File: src/rtl/min_max_pkg.sv
// min_max_pkg: shared sizes and one-hot state encoding for the min/max array loader.
package min_max_pkg;
    localparam int N = 16;
    localparam int W = 8;
    localparam int AW = $clog2(N);
    localparam int TIMEOUT = 64;
    localparam int TW = $clog2(TIMEOUT) + 1;

    typedef enum logic [4:0] {
        IDLE  = 5'b00001,
        FILL  = 5'b00010,
        START = 5'b00100,
        WAIT  = 5'b01000,
        OUT   = 5'b10000
    } state_t;
endpackage

File: src/rtl/min_max_regfile.sv
// min_max_regfile: N x W array, one synchronous write port and one combinational read port, no reset.
module min_max_regfile
    import min_max_pkg::*;
(
    input  logic          clk,
    input  logic          we,
    input  logic [AW-1:0] waddr,
    input  logic [W-1:0]  wdata,
    input  logic [AW-1:0] raddr,
    output logic [W-1:0]  rdata
);
    logic [W-1:0] mem_q [N];

    always_ff @(posedge clk) begin
        if (we) mem_q[waddr] <= wdata;
    end

    assign rdata = mem_q[raddr];
endmodule

File: src/rtl/min_max_array_loader.sv
// min_max_array_loader: fills the finder's array from a byte stream, starts the finder,
// waits for Done under a watchdog and holds the captured Max/Min until acknowledged.
module min_max_array_loader
    import min_max_pkg::*;
(
    input  logic          Clk,
    input  logic          Reset_n,
    input  logic          Load_Req,
    input  logic [W-1:0]  In_Data,
    input  logic          In_Valid,
    output logic          In_Ready,
    input  logic [AW-1:0] Rd_Addr,
    output logic [W-1:0]  Rd_Data,
    output logic          Start,
    input  logic          Done,
    input  logic [W-1:0]  Max_In,
    input  logic [W-1:0]  Min_In,
    output logic [W-1:0]  Max_Out,
    output logic [W-1:0]  Min_Out,
    output logic          Out_Valid,
    input  logic          Out_Ack,
    output logic          Err,
    output logic          Qi,
    output logic          Qf,
    output logic          Qs,
    output logic          Qw,
    output logic          Qo
);
    state_t        state_q, state_d;
    logic [AW-1:0] wr_ptr_q, wr_ptr_d;
    logic [TW-1:0] tmr_q, tmr_d;
    logic [W-1:0]  max_q, max_d, min_q, min_d;
    logic          err_q, err_d, we;

    min_max_regfile u_rf (
        .clk(Clk), .we(we), .waddr(wr_ptr_q), .wdata(In_Data),
        .raddr(Rd_Addr), .rdata(Rd_Data)
    );

    always_comb begin
        state_d  = state_q;
        wr_ptr_d = wr_ptr_q;
        tmr_d    = tmr_q;
        max_d    = max_q;
        min_d    = min_q;
        err_d    = err_q;
        we       = 1'b0;
        case (state_q)
            IDLE: if (Load_Req) begin
                state_d  = FILL;
                wr_ptr_d = '0;
                err_d    = 1'b0;
            end
            FILL: if (In_Valid) begin
                we       = 1'b1;
                wr_ptr_d = wr_ptr_q + 1'b1;
                state_d  = (wr_ptr_q == AW'(N - 1)) ? START : FILL;
            end
            START: begin
                tmr_d   = '0;
                state_d = WAIT;
            end
            WAIT: begin
                tmr_d = (&tmr_q) ? tmr_q : tmr_q + 1'b1;
                // Done takes priority over a coinciding watchdog expiry
                if (Done) begin
                    max_d   = Max_In;
                    min_d   = Min_In;
                    state_d = OUT;
                end else if (tmr_q == TW'(TIMEOUT - 1)) begin
                    err_d   = 1'b1;
                    state_d = IDLE;
                end
            end
            OUT: if (Out_Ack) state_d = IDLE;
            default: state_d = IDLE;
        endcase
    end

    always_ff @(posedge Clk or negedge Reset_n) begin
        if (!Reset_n) begin
            state_q  <= IDLE;
            wr_ptr_q <= '0;
            tmr_q    <= '0;
            max_q    <= '0;
            min_q    <= '0;
            err_q    <= 1'b0;
        end else begin
            state_q  <= state_d;
            wr_ptr_q <= wr_ptr_d;
            tmr_q    <= tmr_d;
            max_q    <= max_d;
            min_q    <= min_d;
            err_q    <= err_d;
        end
    end

    assign {Qo, Qw, Qs, Qf, Qi} = state_q;
    assign In_Ready  = Qf;
    assign Start     = Qs;
    assign Out_Valid = Qo;
    assign Max_Out   = max_q;
    assign Min_Out   = min_q;
    assign Err       = err_q;
endmodule

File: config.mk
export PLATFORM = sky130hd
export DESIGN_NAME = min_max_array_loader
export DESIGN_NICKNAME = d
export VERILOG_FILES = /design/src/rtl/min_max_pkg.sv /design/src/rtl/min_max_regfile.sv /design/src/rtl/min_max_array_loader.sv
export SDC_FILE = /design/constraint.sdc
export NUM_CORES = 1
export LEC_CHECK = 0
export CORE_ASPECT_RATIO = 1.1
export CORE_MARGIN = 2
export CORE_UTILIZATION = 25
export CTS_CLUSTER_DIAMETER = 100
export CTS_CLUSTER_SIZE = 16
export DETAILED_ROUTE_END_ITERATION = 8
export GPL_ROUTABILITY_DRIVEN = 0
export PLACE_DENSITY_LB_ADDON = 0.3
export SYNTH_ARGS = -nofsm -noshare
export SYNTH_HDL_FRONTEND = slang
export SYNTH_SLANG_ARGS = --single-unit
File: constraint.sdc
create_clock -name Clk -period 6.7 [get_ports Clk]
set_clock_uncertainty 0.05 [all_clocks]
set_input_delay 0.67 -clock Clk [delete_from_list [all_inputs] [get_ports Clk]]
set_output_delay 0.67 -clock Clk [all_outputs]
set_load 0.05 [all_outputs]
==> impl_results.md <==
- Initial DRT Pass Iterations: 4
- RSZ-0062 raised after global routing: no
- Clk slew on worst S/H paths: around 0.070 ns
- Share of cells above drive strength 1: between 20% and 30%
- First-pass GRT wire length: 22100 um
- Dominant cell type by area after synthesis: edfxtp_1
- DP Wirelength: 9270 um
- Comb pwr share: 11.5%
- Total Routing Usage GR: 10.9%
- Die Width: 158 um
- HP Class: reg -> reg
- Total chip power: between 0.002 and 0.0025 W
- Setup tns final: 0 ns
- CP startpoint kind: input port
- CTS tree: built
- Die Height: 173 um
- Switching Share: 27.3%
- Dominant cells by area after synthesis: edfxtp_1 (59%), mux4_2 (14%), dfrtp_1 (12%)
- DR DRC count: 0
- Area Overhead vs Synth: 25.3%
- Final worst-path cycle share: 58.0%
- I/O pins: 67
- Non-Filler Instances: 771
- CTS sink cnt: ~160
- Vias/cell: 4.47
- Max FO, Critical Path: 32
- Layout net count: between 400 and 500
- Minimum clock period: 3.88 ns
- Net switching power: 0.000648 W
- Total setup buffers inserted after CTS: 0
- Die area: 0.0273 sq mm
- Grt total ovfl: 0
- H-tree level count: 4
- Final WL: 14400 um
- TritonCTS buffer count: 17
- Power Dens Cells: approximately 290 mW/mm^2
- Mapped Nets: 377
- Hold-critical path depth: 1
- Ys Warns: 0
- MaxCap Viol Count: 0
- I/O Buffers: 66
- Syn avg cell area: 19.3 sq um
- # diodes: 0
- Post-Synthesis Cell Area: 0.00651 sq mm
- Max Fclk: ~260 MHz
- Final hold viol count: 0
- Post-route ant nets: 0
- Seq/Total Area, Yosys: 71.8%
- Flop pwr share: a little under half
- Kind of critical path: in -> out
- Setup WS pre-CTS: 2.75 ns
- Starting density of the core: 25.6%
- Final worst setup slack: 2.82 ns
- CP Data Required Time: ~6.0 ns
- Wire length per cell: approximately 19 um
- CTS max path bufs: 2
- Internal power: around 0.0017 W
- Asr flop ratio synth: 20.5%
- Initial antenna violation count: 0
- Largest net degree at the start of global routing: 34
- Distinct cell type count after synthesis: 50
- Final Max Tran Viols: 0
- Peak supply drop: 0.182 mV
- Post-CTS sizing: 0
- Placed cell count: 739
- #FFs+latches synth: 161
- Worst-Margin Slew: between 1 and 1.5 ns
- Mapped Cells: 338
- Initial DRC Count: ~270
- Rows: a little over 60
- Insertion delay to the later sink of the worst-skew pair: 0.42 ns
- Endpoints failing setup: 0
- Vias in the first global route: 3649
- Crit path DAT: 3.16 ns
- Clk root buf: clkbuf_16
- R2R depth: 4
- Post-synth EDFFs: 128
- Top-area cell type share of the netlist area: 59.1%
- Leakage: 2.74 nW
- Element type at the critical path end: output port
- Outcome: finished clean
- Clock share of power: 41.0%
- Core area: around 0.025 sq mm
- Ys flop type: edfxtp_1
- Total number of vias: 3446
- Hold_buf cts: 0
- Slew margin rel.: 19.0%
-- critical path, stage by stage --
cell and delay [ns]:
clkdlybuf4s50_1 0.45, buf_4 0.39, mux4_2 0.38, mux4_2 0.51, clkdlybuf4s50_1 0.74
-- registers in the layout, summed over array words and instances, names as in the netlist --
| name | count |
|---|---|
| Err | 1 |
| Max_Out | 8 |
| Min_Out | 8 |
| state_q | 5 |
| tmr_q | 7 |
| u_rf.mem_q | 128 |
| wr_ptr_q | 4 |
-- cells by family after synthesis --
| kind of cell | count (synthesis) | synth area share, % |
|---|---|---|
| buffers and inverters | 26 | 2.11 |
| and+or+nand+nor | 61 | 5.29 |
| AOI/OAI and AO/OA | 27 | 3.00 |
| muxes | 56 | 16.6 |
| adders and majority gates | 5 | 0.961 |
| DFF | 161 | 71.8 |
| xor gates and xnor gates | 2 | 0.269 |
-- cells in the mapped netlist (2+ instances only) --
cell type and n:
a21oi_1 3, a31oi_1 2, a41oi_1 2, and2_1 2
and3_1 2, buf_1 5, buf_2 2, buf_4 6
buf_6 2, clkbuf_1 3, dfrtp_1 32, edfxtp_1 128
ha_1 5, inv_1 8, mux2_2 15, mux4_2 40
nand2_1 7, nand2b_1 3, nand3_1 10, nand3b_1 2
nand4_1 2, nor2_1 17, nor3_1 5, o211ai_1 4
o21ai_0 5, o2bb2ai_1 2
-- cell usage in the layout (no fill, tap or decap), types with 5 or more instances in the layout --
| cell type | n |
|---|---|
| edfxtp_1 | 128 |
| clkdlybuf4s50_1 | 65 |
| mux4_2 | 40 |
| dfrtp_1 | 32 |
| nor2_1 | 17 |
| clkbuf_16 | 17 |
| mux2_2 | 15 |
| nand3_1 | 10 |
| inv_1 | 8 |
| nand2_1 | 7 |
| buf_4 | 7 |
| clkinv_8 | 6 |
| nor3_1 | 5 |
| o21ai_0 | 5 |
| ha_1 | 5 |
| inv_8 | 5 |
-- layout make-up --
type	instances	area [sq um]
clock buffer	17	425
clock inverter	15	186
fill	2418	17300
inverter	8	30.0
multi-input combinational	151	1700
sequential	161	4670
tap	346	433
timing repair buffer	73	708
-- metrics by stage --
step	utilization, %	hold slack [ns]	instance area [sq um]
6_report	32.1	0.455	8150
5_1_grt	32.1	0.481	8150
4_1_cts	32.1	0.459	8150
3_5_place_dp	29.7	0.442	7540
3_3_place_gp	29.7	0.432	7540
2_1_floorplan	-	0.324	6510
-- routing by layer --
layer  part of all wire [%]  GRT usage, %
met5                      0             0
met4                   0.76          2.35
met3                    7.2          3.20
met2                     48          17.1
met1                     44          15.1
-- power by group through the flow --
| stage | registers (W) | logic [W] | clock network [W] |
|---|---|---|---|
| 6_report | 0.00113 | 0.000273 | 0.000972 |
| 5_1_grt | 0.00113 | 0.000294 | 0.00104 |
| 4_1_cts | 0.00113 | 0.000277 | 0.00100 |
| 3_3_place_gp | 0.00115 | 0.000272 | 0 |
| 3_5_place_dp | 0.00115 | 0.000275 | 0 |
| 2_1_floorplan | 0.00116 | 0.000166 | 0 |
-- path summary, 6_finish.rpt --
check / start / end / slack [ns]
setup / recovery: Rd_Addr[1] / Rd_Data[3] / 2.82
hold / removal: Min_Out[3] / Min_Out[3] / 0.46
setup reg to reg: state_q[2] / u_rf.mem_q[12][4] / 4.01
hold reg to reg: Min_Out[3] / Min_Out[3] / 0.46
max in group asynchronous: Reset_n / state_q[0] / 5.65
min in group asynchronous: Reset_n / Max_Out[5] / 0.60
Note: power is estimated with default switching activity, not from simulation.
